## src/rtl/tv80_bus_tracer.sv

```systemverilog
// tv80_bus_tracer
//   Passive observer on the tv80s bus pins. Each completed bus cycle becomes a
//   record {kind[2:0], addr[15:0], data[7:0], ts[TS_W-1:0]}. Records are queued
//   in a DEPTH-entry FIFO and drained over a valid/ready port. An instruction
//   counter treats DD/FD/CB/ED prefixes as part of the instruction they precede.
// Ports
//   clk, reset_n           core clock, asynchronous active-low reset
//   cen                    clock enable; the bus is sampled only when cen=1
//   m1_n .. rfsh_n, A      core bus strobes and address
//   di / dout              read data into the core / write data out of it
//   rec_valid/ready/data   record FIFO head, popped on valid & ready
//   overflow, drop_cnt     sticky drop flag, saturating drop counter
//   inst_cnt               instructions started (wraps)
// Kind codes: 0 OPFETCH, 1 MEMRD, 2 MEMWR, 3 IORD, 4 IOWR, 5 INTACK.
module tv80_bus_tracer #(
  parameter int unsigned DEPTH = 16,
  parameter int unsigned TS_W  = 16
) (
  input  logic              clk,
  input  logic              reset_n,
  input  logic              cen,
  input  logic              m1_n,
  input  logic              mreq_n,
  input  logic              iorq_n,
  input  logic              rd_n,
  input  logic              wr_n,
  input  logic              rfsh_n,
  input  logic [15:0]       A,
  input  logic [7:0]        di,
  input  logic [7:0]        dout,
  output logic              rec_valid,
  input  logic              rec_ready,
  output logic [26+TS_W:0]  rec_data,
  output logic              overflow,
  output logic [7:0]        drop_cnt,
  output logic [15:0]       inst_cnt
);

  localparam int unsigned REC_W = 27 + TS_W;
  localparam int unsigned AW    = (DEPTH > 1) ? $clog2(DEPTH) : 1;
  localparam int unsigned CW    = AW + 1;
  localparam logic [CW-1:0] FULL_CNT = CW'(DEPTH);

  typedef enum logic [2:0] {
    K_OP   = 3'd0,
    K_MRD  = 3'd1,
    K_MWR  = 3'd2,
    K_IORD = 3'd3,
    K_IOWR = 3'd4,
    K_INTA = 3'd5,
    K_NONE = 3'd7
  } kind_t;

  typedef enum logic [1:0] {
    S_IDLE,
    S_ACTIVE,
    S_COMMIT
  } state_t;

  state_t            state;
  kind_t             cur_kind;
  logic [15:0]       cur_addr;
  logic [7:0]        cur_data;
  logic [TS_W-1:0]   cur_ts;
  logic [TS_W-1:0]   ts;
  logic              prefix_pend;

  kind_t             samp_kind;
  logic [7:0]        samp_data;
  logic              push_req;
  logic              push_ok;
  logic              pop;
  logic              full;
  logic              start_rec;
  logic [REC_W-1:0]  push_rec;

  logic [REC_W-1:0]  mem [DEPTH];
  logic [AW-1:0]     wr_ptr;
  logic [AW-1:0]     rd_ptr;
  logic [CW-1:0]     count;

  // Bus decode in priority order; refresh cycles are never recorded.
  always_comb begin
    samp_kind = K_NONE;
    if (rfsh_n) begin
      if (!m1_n && !iorq_n)                samp_kind = K_INTA;
      else if (!m1_n && !mreq_n && !rd_n)  samp_kind = K_OP;
      else if (!mreq_n && !rd_n)           samp_kind = K_MRD;
      else if (!mreq_n && !wr_n)           samp_kind = K_MWR;
      else if (!iorq_n && !rd_n)           samp_kind = K_IORD;
      else if (!iorq_n && !wr_n)           samp_kind = K_IOWR;
    end
    samp_data = (samp_kind == K_MWR || samp_kind == K_IOWR) ? dout : di;
  end

  always_comb begin
    push_req  = 1'b0;
    start_rec = 1'b0;
    if (cen) begin
      unique case (state)
        S_IDLE: begin
          start_rec = (samp_kind != K_NONE);
        end
        S_ACTIVE: begin
          // A change of kind with no idle gap closes the old record and opens a new one.
          push_req  = (samp_kind != K_NONE) && (samp_kind != cur_kind);
          start_rec = push_req;
        end
        S_COMMIT: begin
          push_req  = 1'b1;
          start_rec = (samp_kind != K_NONE);
        end
        default: ;
      endcase
    end
    push_rec = {cur_kind, cur_addr, cur_data, cur_ts};
    full     = (count == FULL_CNT);
    pop      = rec_valid && rec_ready;
    push_ok  = push_req && (!full || pop);
  end

  // Cycle-assembly FSM, timestamp and instruction counter; frozen while cen=0.
  always_ff @(posedge clk or negedge reset_n) begin
    if (!reset_n) begin
      state       <= S_IDLE;
      cur_kind    <= K_OP;
      cur_addr    <= '0;
      cur_data    <= '0;
      cur_ts      <= '0;
      ts          <= '0;
      prefix_pend <= 1'b0;
      inst_cnt    <= '0;
    end else if (cen) begin
      ts <= ts + 1'b1;

      unique case (state)
        S_IDLE:   state <= (samp_kind != K_NONE) ? S_ACTIVE : S_IDLE;
        S_ACTIVE: state <= (samp_kind == K_NONE) ? S_COMMIT : S_ACTIVE;
        S_COMMIT: state <= (samp_kind != K_NONE) ? S_ACTIVE : S_IDLE;
        default:  state <= S_IDLE;
      endcase

      if (start_rec) begin
        cur_kind <= samp_kind;
        cur_addr <= A;
        cur_data <= samp_data;
        cur_ts   <= ts;
      end else if (state == S_ACTIVE && samp_kind == cur_kind) begin
        // Last asserted sample wins, so late-settling read data is captured.
        cur_data <= samp_data;
      end

      // Counted on every push attempt, so dropped records still count.
      if (push_req) begin
        if (cur_kind == K_OP) begin
          if (!prefix_pend) inst_cnt <= inst_cnt + 16'd1;
          prefix_pend <= (cur_data == 8'hDD) || (cur_data == 8'hFD) ||
                         (cur_data == 8'hCB) || (cur_data == 8'hED);
        end else if (cur_kind == K_INTA) begin
          prefix_pend <= 1'b0;
        end
      end
    end
  end

  // FIFO control. Pops follow the consumer handshake independently of cen.
  always_ff @(posedge clk or negedge reset_n) begin
    if (!reset_n) begin
      wr_ptr   <= '0;
      rd_ptr   <= '0;
      count    <= '0;
      overflow <= 1'b0;
      drop_cnt <= '0;
    end else begin
      if (push_ok) wr_ptr <= wr_ptr + 1'b1;
      if (pop)     rd_ptr <= rd_ptr + 1'b1;
      unique case ({push_ok, pop})
        2'b10:   count <= count + 1'b1;
        2'b01:   count <= count - 1'b1;
        default: count <= count;
      endcase
      if (push_req && !push_ok) begin
        overflow <= 1'b1;
        if (drop_cnt != 8'hFF) drop_cnt <= drop_cnt + 8'd1;
      end
    end
  end

  // Storage carries no reset; the head is masked to zero while empty.
  always_ff @(posedge clk) begin
    if (push_ok) mem[wr_ptr] <= push_rec;
  end

  always_comb begin
    rec_valid = (count != '0);
    rec_data  = rec_valid ? mem[rd_ptr] : '0;
  end

endmodule

```

## config.mk

```make
export PLATFORM = sky130hd
export DESIGN_NAME = tv80_bus_tracer
export DESIGN_NICKNAME = d
export VERILOG_FILES = /design/src/rtl/tv80_bus_tracer.sv
export SDC_FILE = /design/constraint.sdc
export NUM_CORES = 1
export LEC_CHECK = 0
export ABC_AREA = 1
export BUFFER_PORTS_ARGS = -buffer_cell sky130_fd_sc_hd__clkbuf_2
export CAP_MARGIN = 25
export CORE_MARGIN = 2
export CORE_UTILIZATION = 51
export DETAILED_ROUTE_END_ITERATION = 8
export PLACE_DENSITY = 0.64
export SLEW_MARGIN = 20
export SYNTH_ARGS = -nofsm -noshare
export SYNTH_HDL_FRONTEND = slang
export SYNTH_SLANG_ARGS = --single-unit
```

## constraint.sdc

```tcl
create_clock -name clk -period 9.1 [get_ports clk]
set_clock_uncertainty 0.2 [all_clocks]
set_input_delay 0.91 -clock clk [delete_from_list [all_inputs] [get_ports clk]]
set_output_delay 0.91 -clock clk [all_outputs]
set_load 0.02 [all_outputs]
```

=== Word level (Yosys, flattened, before mapping) ===
Memory sizes are Yosys's and may differ from the RTL's.
Index checks and enable logic that the tools add are counted.

* Register bits: 100
* Memory bits (writable): 688
* Bits of input ports: 42
* Memories kept: 1

* Add/sub/neg operators: 7
* Equal/unequal tests: 17
* Multiplexer cells: 23
* Bitwise logic cells: 1
* Reductions and logical operators: 36

{| class="wikitable"
|+ Memories
! name !! words !! width !! read ports !! clocked after memory_dff !! write ports !! line !! RTL
|-
| mem || 16 || 43 || 1 || 0 || 1 || 77 || <nowiki>logic [REC_W-1:0] mem [DEPTH];</nowiki>
|}

{| class="wikitable"
|+ Operators by type and width
! cell !! number
|-
| 43-bit 2-to-1 mux || 1
|-
| 16-bit by 1-bit adder with 16-bit output, second input constant || 2
|-
| 8-bit == test, second input constant || 4
|-
| 8-bit 2-to-1 mux || 3
|-
| 3-bit 2-to-1 mux || 6
|-
| 1-bit logical AND || 12
|-
| 5-bit one-hot mux with 2 select lines || 1
|-
| 3-bit == test, second input constant || 3
|-
| 4-bit by 1-bit adder with 4-bit output, second input constant || 2
|-
| 8-bit by 1-bit adder with 8-bit output, second input constant || 1
|-
| 8-bit != test, second input constant || 1
|-
| 1-bit logical NOT || 7
|-
| 1-bit 2-to-1 mux || 7
|-
| 2-bit AND reduction || 3
|-
| 2-bit nonzero test || 3
|-
| 5-bit by 1-bit adder with 5-bit output, second input constant || 1
|-
| 5-bit == test, second input constant || 1
|-
| 1-bit logical OR || 5
|-
| 5-bit nonzero test || 1
|-
| 5-bit by 1-bit subtractor with 5-bit output, second input constant || 1
|-
| 2-bit by 1-bit == test with 1-bit output, second input constant || 2
|-
| 2-bit == test, second input constant || 2
|-
| 2-bit 2-to-1 mux || 2
|-
| 1-bit one-hot mux with 2 select lines || 2
|-
| 11 further kinds || 11
|}

=== Depth between registers and ports, before layout ===
Gate-level depths: netlist of the first run.

* Depth in word-level cells: 17
* Mapped depth: 24
* Mapped depth without buffers: 24

=== Worst setup path before layout of the first run ===
OpenSTA, ideal clock, no wires.

* Kind: input to register
* From: in wr_n
* To: mem mem[11][0] (netlist name) (enable)
* Setup time: 0.444 ns
* Arrival time: 3.963 ns
* Required time: 8.456 ns
* Setup slack: 4.494 ns
* Stages on the path: 13
* Path buffers: 0
* Cells stage by stage: nor2_1 -> nand3_1 -> nand2_1 -> nand2_1 -> nand2_1 -> nand2_1 -> nand3_2 -> nand2_1 -> nand2_2 -> nand2_4 -> a31oi_4 -> nand2_1 -> nor2_1

* Cells in the longest elaborated chain, start to end: 16

{| class="wikitable"
|+ RTL lines
! item !! line !! RTL
|-
| start, declared || 26 || <nowiki>input logic wr_n,</nowiki>
|-
| 1-bit logical NOT (*) || 89, 91 ||
|-
| 1-bit logical AND || 91 || <nowiki>else if (!iorq_n && !wr_n) samp_kind = K_IOWR;</nowiki>
|-
| 2-bit 2-to-1 mux || 91 ||
|-
| 3-bit 2-to-1 mux || 90 || <nowiki>else if (!iorq_n && !rd_n) samp_kind = K_IORD;</nowiki>
|-
| 3-bit 2-to-1 mux (*) || 89 || <nowiki>else if (!mreq_n && !wr_n) samp_kind = K_MWR;</nowiki>
|-
| 3-bit 2-to-1 mux (*) || 88 || <nowiki>else if (!mreq_n && !rd_n) samp_kind = K_MRD;</nowiki>
|-
| 3-bit 2-to-1 mux (*) || 87 || <nowiki>else if (!m1_n && !mreq_n && !rd_n) samp_kind = K_OP;</nowiki>
|-
| 3-bit 2-to-1 mux (*) || 86 || <nowiki>if (!m1_n && !iorq_n) samp_kind = K_INTA;</nowiki>
|-
| 3-bit 2-to-1 mux (*) || 85 || <nowiki>if (rfsh_n) begin</nowiki>
|-
| 3-bit != test || 106 || <nowiki>push_req = (samp_kind != K_NONE) && (samp_kind != cur_kind);</nowiki>
|-
| 1-bit logical AND (*) || 106 ||
|-
| 1-bit one-hot mux with 2 select lines (*) || 100 || <nowiki>unique case (state)</nowiki>
|-
| 1-bit 2-to-1 mux (*) || 99 || <nowiki>if (cen) begin</nowiki>
|-
| 1-bit logical AND (*) || 119 || <nowiki>push_ok = push_req && (!full || pop);</nowiki>
|-
| 1-bit 2-to-1 mux (*) || 191 || <nowiki>if (push_ok) mem[wr_ptr] <= push_rec;</nowiki>
|-
| 1-bit 2-to-1 mux (implied by the code) (*) || 191 ||
|-
| end, declared || 77 ||
|}

Every way passes the cells marked *; elsewhere a longest branch is shown, timed or not.

=== Worst setup path after layout of the first run ===
* From: reg rd_ptr[0]
* To: out rec_data[26]

* Cells in the longest elaborated chain, start to end: 2

{| class="wikitable"
|+ RTL lines
! item !! line !! RTL
|-
| start, declared || 79 || <nowiki>logic [AW-1:0] rd_ptr;</nowiki>
|-
| start signal, assigned || 176 || <nowiki>if (pop) rd_ptr <= rd_ptr + 1'b1;</nowiki>
|-
| memory 16 x 43 bit || - ||
|-
| 43-bit 2-to-1 mux || 196 || <nowiki>rec_data = rec_valid ? mem[rd_ptr] : '0;</nowiki>
|-
| end, declared || 33 || <nowiki>output logic [26+TS_W:0] rec_data,</nowiki>
|}

No other way between the ends.

==> key figures, run 1 <==
Power and ir drop
  • Final Power: around 12 mW
  • P per Cell Area: about 330 nW/um^2
  • Switch share: 0.360
  • Worst IR Drop VDD: around 0.23 mV
  • Clock Power Share: 0.293
  • Net Switching: about 4.3 mW
  • Combinational Power Share: 0.277
  • Leakage Power: 12.4 nW
  • Sequential share of power: 0.429
  • Internal Power: between 7 and 8 mW

Logic synthesis
  • Post-Synthesis Net Count: ~2.5k
  • Post-synthesis area per instance: ~13 sq um
  • Synth top area share: 0.660
  • Synth top cells by count: edfxtp_1, nor2_1, o21ai_0, nand2_1, clkbuf_1
  • Unique masters post-synth: 40
  • Post-synthesis sequential area ratio: 0.739
  • Post-Synthesis Cell Area: approximately 31000 sq um
  • Synth area leaders: edfxtp_1, dfrtp_1, o21ai_0, nor2_1, o221ai_1
  • Synth warnings: 0
  • Fraction of registers with async set/reset: 0.127
  • Mapped Cells: roughly 2.4k
  • Most common cell in the netlist: edfxtp_1
  • Seq cells post-synth: between 700 and 800
  • Dominant synthesized flop cell: edfxtp_1
  • Synth area leader: edfxtp_1
  • Post-synth EDFFs: a little under 700

Layout
  • Share of layout cells above drive strength 1: 0.124
  • Layout Utilization: 0.586
  • N_diodes: 0
  • Final std cells w/o fill: ~3.4k
  • Area growth syn-to-layout: 13.4%
  • Nets@finish: around 2.6k

Die
  • Row count: 90
  • Starting Density: 0.517
  • I/O Pins: approximately 110
  • Die Footprint: roughly 63000 sq um
  • Core Box Area: slightly above 60000 sq um
  • Die height: approximately 250 microns
  • Chip width: between 200 and 300 microns

STA
  • Crit path time final: about 5.3 ns
  • Actual slew at the worst max-slew pin: 1.02 ns
  • Slew Viols, Final: 0
  • Relative slew slack: 0.318
  • Fin. Hold Viols: 0
  • FMAX: between 150 and 200 MHz
  • TNS Setup: 0 ns
  • Final period util: 0.581
  • Setup-failing EPs final: 0
  • RSZ-0062 raised after global routing: no

Detailed routing
  • 1st-iter DRT viols: about 1.9k
  • WL per Instance: between 20 and 25 microns
  • Routed WL: between 70000 and 80000 microns
  • DR vias/cell: between 6 and 7
  • DRT Pass-1 Iters: 5
  • Number of vias in the routed layout: slightly above 20k
  • Drc violations: 0
  • Antenna Nets Post-Route: 0

Placed design
  • IO buf count: 110
  • Dpl cells: about 3.2k
  • Gpl congestion: roughly 0.77
  • HPWL Detailed: between 30000 and 40000 microns

GRT
  • Largest net degree at the start of global routing: approximately 180
  • First-pass GRT wire length: roughly 120000 microns
  • GRT Residual Overflow: 0
  • Antenna violations before repair: 0
  • Met3 Use GR: 0.0450
  • Met1 usage: 0.340
  • Via count of the first global-routing pass: roughly 20k
  • GRT busiest layer: met2
  • M2 GR Usage: 0.409
  • All-Layer GR Usage: 0.249

Setup path
  • FF-to-FF path depth: 11
  • Worst Setup End Kind: primary output
  • Critical path's slowest cell: buf_4
  • FF-to-FF Start: cur_kind[1]
  • Critical Path Source: rd_ptr[0]
  • CP max stage delay: about 0.83 ns
  • Data required time of the worst path: about 8.0 ns
  • Arrival time at the worst endpoint: 4.18 ns
  • Top cell family by delay on the critical path: buffers and inverters
  • Reg-to-reg critical path endpoint: mem[13][4]
  • Startpoint Class: flop
  • CP Buf/Inv Count: 3
  • Crit Path Max Fanout: around 180
  • Worst-path cell chain: inv_8, buf_4, o21ai_0, o22ai_1, nor2_1, nor2_1, o21ai_0, a21oi_1, clkbuf_2
  • Critical path class: reg2out
  • Reg2reg setup slack: roughly 5.2 ns

CTS
  • Maximum buffer depth of the clock tree: 3
  • Cts repair resizes: 0
  • CTS tree: built
  • Number of hold buffers added after cts: 0
  • Clock root cell: clkbuf_16
  • Clock net sink count: about 790
  • Post-CTS Setup Bufs: 0
  • Clock transition at the registers of the reported paths: about 0.060 ns
  • Worst skew pair latency: 0.62 ns
  • H-tree level count: 3
  • CTS Buf Count: 82

Job
  • Max cap viols: 0

Min path
  • Hold Crit Class: in2async

Run status
  • Status: completed
==> worst max-delay path by stage <==
stage / to / slack [ns] / cells past startpoint
5_1_grt: rec_data[26] / 3.43 / 9
4_1_cts: rec_data[22] / 3.78 / 9
3_5_place_dp: rec_data[26] / 4.50 / 9
3_3_place_gp: rec_data[4] / 4.24 / 9
2_1_floorplan: mem[11][0] / 4.49 / 13
6_report: rec_data[26] / 3.81 / 9
==> sequential cells by signal (all words and copies together) (netlist names) <==
| signal | count |
|---|---|
| ts | 16 |
| state | 2 |
| mem | 688 |
| cur_ts | 16 |
| drop_cnt | 8 |
| count | 5 |
| cur_data | 8 |
| cur_addr | 16 |
| cur_kind | 3 |
| rd_ptr | 4 |
| prefix_pend | 1 |
| wr_ptr | 4 |
| overflow | 1 |
| inst_cnt | 16 |
==> worst reg2reg max path, cell delays in order (launching register included) <==
cell and delay, ns:
dfrtp_1 0.74, inv_1 0.15, nand3_1 0.12, nand2_1 0.06, nand3_2 0.09, nand2_1 0.08
nand2_2 0.09, nand2_4 0.11, a31oi_4 0.28, nand2_1 0.31, nor2_4 0.53, buf_4 0.69
==> final cells by class <==
class / instances / area [sq um]
Fill cell: 4720 / 25100
Sequential cell: 788 / 23200
Multi-Input combinational cell: 1415 / 7410
Clock buffer: 115 / 2310
Tap cell: 782 / 978
Timing Repair Buffer: 144 / 828
Clock inverter: 39 / 513
Inverter: 75 / 293
==> power by group through the flow <==
stage / combinational (mW) / clock (mW) / sequential (mW)
5_1_grt: 3.61 / 3.65 / 5.14
2_1_floorplan: 2.29 / 0 / 4.87
3_5_place_dp: 3.27 / 0 / 5.15
6_report: 3.28 / 3.46 / 5.08
3_3_place_gp: 3.18 / 0 / 5.12
4_1_cts: 3.29 / 3.51 / 5.08
==> metal layers <==
metal,up-vias,routed length (microns),share of wire
li1,9124,-,-
met1,10300,32300,0.41
met2,848,38000,0.48
met4,0,1970,0.025
met3,140,6610,0.084
met5,-,0,0
==> layout by cell type, fill, tap and decap left out, types with 5 or more instances in the layout <==
cell       netlist  final
dfrtp_1        100     97
nor2_4           1     17
clkbuf_1       142     22
nand4_1         11     11
xnor2_1         12     12
a31oi_1          8      8
bufinv_16        0     11
clkbuf_8         0      9
inv_1           68     65
inv_2            5      6
nand3_1         99     99
clkinv_1         2      6
nor3_1           7      7
nand2_1        159    158
nor2_1         433    417
o21ai_0        393    393
a21oi_1         44     44
o22ai_1         49     49
ha_1            14     14
edfxtp_1       688    688
clkinv_2         0     16
o221ai_1       124    124
clkbuf_2         0    109
nand2_2          4      5
buf_4            0     34
xor2_1          32     32
clkbuf_16        0     84
==> cells by family after synthesis <==
logic type               Yosys count  share of synthesized area
AO/OA/AOI/OAI                    625                      0.118
adder cells (fa/ha/maj)           14                    0.00559
XOR/XNOR                          44                     0.0123
multiplexers                       1                   0.000359
buffers and inverters            231                     0.0278
AND/OR/NAND/NOR                  731                     0.0964
flip-flops                       788                      0.739
==> through the flow <==
step	hold WS [ns]	worst slack (ns)	area [sq um]
floorplan	0.242	4.49	31300
global placement	0.256	4.24	32700
detailed placement	0.258	4.50	32700
CTS	0.148	3.78	35500
global route	0.190	3.43	35500
finish	0.139	3.81	35500
Note: power is estimated with default switching activity, not from simulation.
==> run 2: changes to the inputs <==
--- a/config.mk
+++ b/config.mk
@@ -11,7 +11,7 @@
 export CORE_MARGIN = 2
 export CORE_UTILIZATION = 51
 export DETAILED_ROUTE_END_ITERATION = 8
-export PLACE_DENSITY = 0.64
+export PLACE_DENSITY = 0.66
 export SLEW_MARGIN = 20
 export SYNTH_ARGS = -nofsm -noshare
 export SYNTH_HDL_FRONTEND = slang
==> constraint.sdc (replaced) <==
create_clock -name clk -period 4.5 [get_ports clk]
set_clock_uncertainty 0.2 [all_clocks]
set_input_delay 0.45 -clock clk [delete_from_list [all_inputs] [get_ports clk]]
set_output_delay 0.45 -clock clk [all_outputs]
set_load 0.02 [all_outputs]
==> run 2 against run 1 <==
Combinational power is 120% higher; largest power group unchanged; sequential cell count did not move; highest routed layer is now met5; die area unchanged.
==> key figures, run 2 (synthesis results as in run 1) <==
STA
  • RSZ-0062 raised after global routing: no
  • TNS Setup: 0 ns
  • FMAX: 247 MHz
  • Slew Viols, Final: 0
  • Crit path time final: ~4.0 ns
  • Actual slew at the worst max-slew pin: just over 0.9 ns
  • Fin. Hold Viols: 0
  • Setup-failing EPs final: 0
  • Relative slew slack: 0.377
  • Final worst slack: 0.455 ns
  • Worst hold slack: ~0.032 ns
  • Final period util: 0.899

Job
  • Max cap viols: 0

Detailed routing
  • Routed WL: roughly 79000 microns
  • DRT Pass-1 Iters: 6
  • 1st-iter DRT viols: ~2.2k
  • WL per Instance: between 20 and 25 microns
  • Number of vias in the routed layout: 20.6k
  • Drc violations: 0
  • Antenna Nets Post-Route: 0
  • DR vias/cell: roughly 6.0

Layout
  • Largest register FFs: between 600 and 700
  • Most common library cell in the layout ignoring fill and taps: edfxtp_1
  • Biggest register: mem
  • Nets@finish: about 2.6k
  • Post-Layout Inst Area: about 36000 sq um
  • Most frequent cells in the layout: edfxtp_1, nor2_1, o21ai_0
  • Share of layout cells above drive strength 1: 0.125
  • Fillers: 4662
  • Area growth syn-to-layout: 15.0%

Placed design
  • Gpl congestion: between 0.8 and 0.9
  • IO buf count: 110
  • Post-placement cell area: roughly 33000 sq um
  • Pre-CTS WS: 0.906 ns
  • HPWL Detailed: 44500 microns

GRT
  • All-Layer GR Usage: 0.251
  • Via count of the first global-routing pass: 20.1k
  • GRT Residual Overflow: 0
  • First-pass GRT wire length: ~120000 microns
  • Antenna violations before repair: 1
  • Largest net degree at the start of global routing: 111

CTS
  • Clock net sink count: 788
  • CTS Buf Count: between 80 and 90
  • Clock transition at the registers of the reported paths: ~0.060 ns
  • Post-CTS Setup Bufs: 0
  • H-tree level count: 3
  • Number of hold buffers added after cts: 35
  • CTS tree: built
  • Maximum buffer depth of the clock tree: 3
  • Clock root cell: clkbuf_16
  • Cts repair resizes: 0
  • Worst skew pair latency: 0.63 ns

Setup path
  • Critical path class: reg2out
  • Arrival time at the worst endpoint: 3.39 ns
  • Startpoint Class: flop
  • Crit Path Max Fanout: 45
  • Worst Setup End Kind: primary output
  • Data required time of the worst path: between 3 and 4 ns

Power and ir drop
  • P per Cell Area: around 670 nW/um^2
  • Leakage Power: ~13 nW
  • Final Power: between 20 and 25 mW
  • Worst IR Drop VDD: about 0.33 mV

Die
  • Die height: 252 microns
  • Chip width: ~250 microns
  • Row count: 90
  • Starting Density: 0.517
  • Core Box Area: 60600 sq um
  • I/O Pins: approximately 110
  • Die Footprint: about 63000 sq um

Min path
  • Hold Crit Class: in2reg

Run status
  • Status: completed
run 2: cell type report:
type / instances / area [sq um] / area share
Antenna cell: 1 / 2.50 / 0.0000695
Clock inverter: 47 / 425 / 0.0118
Clock buffer: 99 / 2170 / 0.0601
Timing Repair Buffer: 198 / 1570 / 0.0436
Tap cell: 782 / 978 / 0.0272
Inverter: 75 / 293 / 0.00813
Multi-Input combinational cell: 1415 / 7410 / 0.206
Sequential cell: 788 / 23200 / 0.643
run 2: worst max-delay path, stage by stage, from the launching register on:
cell	delay, ns
dfrtp_4	0.79
buf_4	0.55
o21ai_0	0.21
o221ai_1	0.27
nand3_1	0.12
a21oi_1	0.52
clkbuf_2	0.28
run 2: path summary, 6_finish.rpt:
path / from / end / slack (ns) / cells past startpoint
min in group asynchronous: reset_n / wr_ptr[2] / 0.14 / 2
hold reg to reg: ts[13] / ts[13] / 0.27 / 1
max in group asynchronous: reset_n / ts[7] / 2.95 / 3
setup / recovery: rd_ptr[1] / rec_data[40] / 0.46 / 6
hold / removal: rfsh_n / cur_kind[1] / 0.03 / 4
setup reg to reg: cur_kind[1] / mem[11][16] / 0.96 / 11
run 2: power breakdown:
| group | internal, mW | switching [mW] |
|---|---|---|
| Sequential | 9.13 | 1.30 |
| Combinational | 2.17 | 5.05 |
| Clock | 3.78 | 2.74 |
run 2: per-stage QoR:
| step | utilization | cells |
|---|---|---|
| floorplan | - | 2434 |
| global placement | 0.546 | 3222 |
| detailed placement | 0.546 | 3223 |
| CTS | 0.595 | 3404 |
| global route | 0.595 | 3404 |
| finish | 0.595 | 3405 |
run 2: routing by layer:
metal,routed length [microns],GRT usage
met1,33800,0.365
met3,6700,0.0448
met5,18,0
met2,37000,0.394
met4,1690,0.0693
==> run 3: changes to the inputs <==
--- a/config.mk
+++ b/config.mk
@@ -11,7 +11,7 @@
 export CORE_MARGIN = 2
 export CORE_UTILIZATION = 51
 export DETAILED_ROUTE_END_ITERATION = 8
-export PLACE_DENSITY = 0.66
+export PLACE_DENSITY = 0.7
 export SLEW_MARGIN = 20
 export SYNTH_ARGS = -nofsm -noshare
 export SYNTH_HDL_FRONTEND = slang
==> run 3 against run 2 <==
Die area is the same; sequential cell count is the same; final cell count grew 0.21%; sequential share of layout area is essentially flat; combinational power is essentially flat; final area is essentially flat; global-route usage is essentially flat; non-clock buffer count grew 8; fmax shrank 2.7%; via count grew 1.2%; clock power grew 1%; largest power group unchanged; highest routed layer is now met4.
==> key figures, run 3 (synthesis results as in run 1) <==
Setup path
  • Arrival time at the worst endpoint: 3.51 ns
  • Crit Path Max Fanout: 47
  • Worst-path cell chain: inv_4, buf_4, o21ai_0, o221ai_1, nand3_1, a21oi_1, clkbuf_2
  • CP Buf/Inv Count: 3
  • Data required time of the worst path: approximately 3.9 ns
  • Startpoint Class: flop
  • Worst Setup End Kind: primary output
  • Top cell family by delay on the critical path: buffers and inverters
  • Critical path's slowest cell: dfrtp_4
  • CP max stage delay: 0.66 ns
  • Critical path class: reg2out

GRT
  • Largest net degree at the start of global routing: ~190
  • All-Layer GR Usage: 0.252
  • GRT Residual Overflow: 0
  • Via count of the first global-routing pass: roughly 20k
  • First-pass GRT wire length: ~120000 microns
  • Antenna violations before repair: 0

Layout
  • Largest register FFs: approximately 690
  • Layout Utilization: 0.595
  • Area growth syn-to-layout: 15.0%
  • Nets@finish: about 2.6k
  • Post-Layout Inst Area: 36000 sq um
  • Most common library cell in the layout ignoring fill and taps: edfxtp_1
  • Share of layout cells above drive strength 1: 0.128
  • Biggest register: mem
  • Fillers: 4615
  • N_diodes: 0
  • Most frequent cells in the layout: edfxtp_1, nor2_1, o21ai_0

Detailed routing
  • Number of vias in the routed layout: around 21k
  • DRT Pass-1 Iters: 6
  • Routed WL: 79700 microns
  • Antenna Nets Post-Route: 0
  • WL per Instance: ~23 microns
  • 1st-iter DRT viols: approximately 2.6k
  • DR vias/cell: a little over 6
  • Drc violations: 0

Min path
  • Hold Crit Class: in2async

Die
  • Die Footprint: 63400 sq um
  • Die height: roughly 250 microns
  • I/O Pins: 111
  • Chip width: around 250 microns
  • Starting Density: 0.517
  • Row count: 90
  • Core Box Area: slightly above 60000 sq um

STA
  • Slew Viols, Final: 0
  • Crit path time final: about 4.2 ns
  • FMAX: approximately 240 MHz
  • Fin. Hold Viols: 0
  • Final period util: 0.924
  • Final worst slack: around 0.34 ns
  • RSZ-0062 raised after global routing: no
  • Setup-failing EPs final: 0
  • Actual slew at the worst max-slew pin: approximately 1 ns
  • TNS Setup: 0 ns
  • Relative slew slack: 0.331

Placed design
  • Pre-CTS WS: between 0.8 and 0.9 ns
  • HPWL Detailed: between 40000 and 50000 microns
  • IO buf count: 110
  • Post-placement cell area: 33000 sq um
  • Gpl congestion: 0.816

CTS
  • Worst skew pair latency: around 0.64 ns
  • Clock net sink count: about 790
  • Maximum buffer depth of the clock tree: 3
  • Post-CTS Setup Bufs: 0
  • CTS Buf Count: 80
  • CTS tree: built
  • Clock transition at the registers of the reported paths: 0.06 ns
  • Clock root cell: clkbuf_16
  • H-tree level count: 3

Run status
  • Status: completed

Job
  • Max cap viols: 0

Power and ir drop
  • Leakage Power: between 10 and 15 nW
  • P per Cell Area: around 670 nW/um^2
  • Final Power: around 24 mW
  • Worst IR Drop VDD: approximately 0.54 mV
## run 3: cell type report
cell class                      count  area [sq um]  area share
Sequential cell                   788         23200       0.643
Multi-Input combinational cell   1415          7410       0.206
Clock buffer                       91          2050      0.0570
Timing Repair Buffer              206          1560      0.0433
Tap cell                          782           978      0.0272
Clock inverter                     55           551      0.0153
Inverter                           75           293     0.00813
## run 3: worst paths after layout
check                              from      endpoint  slack (ns)  cells after the start
setup reg to reg            cur_kind[1]    mem[3][13]        0.92                     11
hold reg to reg            inst_cnt[15]  inst_cnt[15]        0.28                      1
min in group clk                 mreq_n   cur_kind[1]        0.18                      6
setup / recovery              rd_ptr[1]   rec_data[0]        0.34                      7
max in group asynchronous       reset_n        ts[10]        2.86                      4
hold / removal                  reset_n   drop_cnt[5]        0.10                      2
## run 3: timing repair
action / CTS / global route
hold endpoints to repair: 91 / 0
gates resized for setup: 0 / 0
hold buffers: 36 / 0
setup endpoints to repair: 0 / 0
## run 3: metrics by stage
step | hold WS, ns | instances
2_1_floorplan | -0.0456 | 2434
3_3_place_gp | 0.260 | 3228
3_5_place_dp | 0.259 | 3229
4_1_cts | 0.143 | 3411
5_1_grt | 0.140 | 3412
6_report | 0.103 | 3412
## run 3: routing by layer
metal  global-route usage  vias to the layer above  share of wire
met5                    0                        -              0
met4               0.0764                        0          0.024
met3               0.0392                      133          0.094
met2                0.407                     1065           0.48
met1                0.356                    10400           0.40
li1                     -                     9246              -
## run 3: power breakdown
group	internal [mW]	leakage, nW	switching, mW
combinational	2.13	3.93	5.06
sequential	9.13	7.41	1.17
clock	3.73	1.27	2.86
total	15.0	12.6	9.08
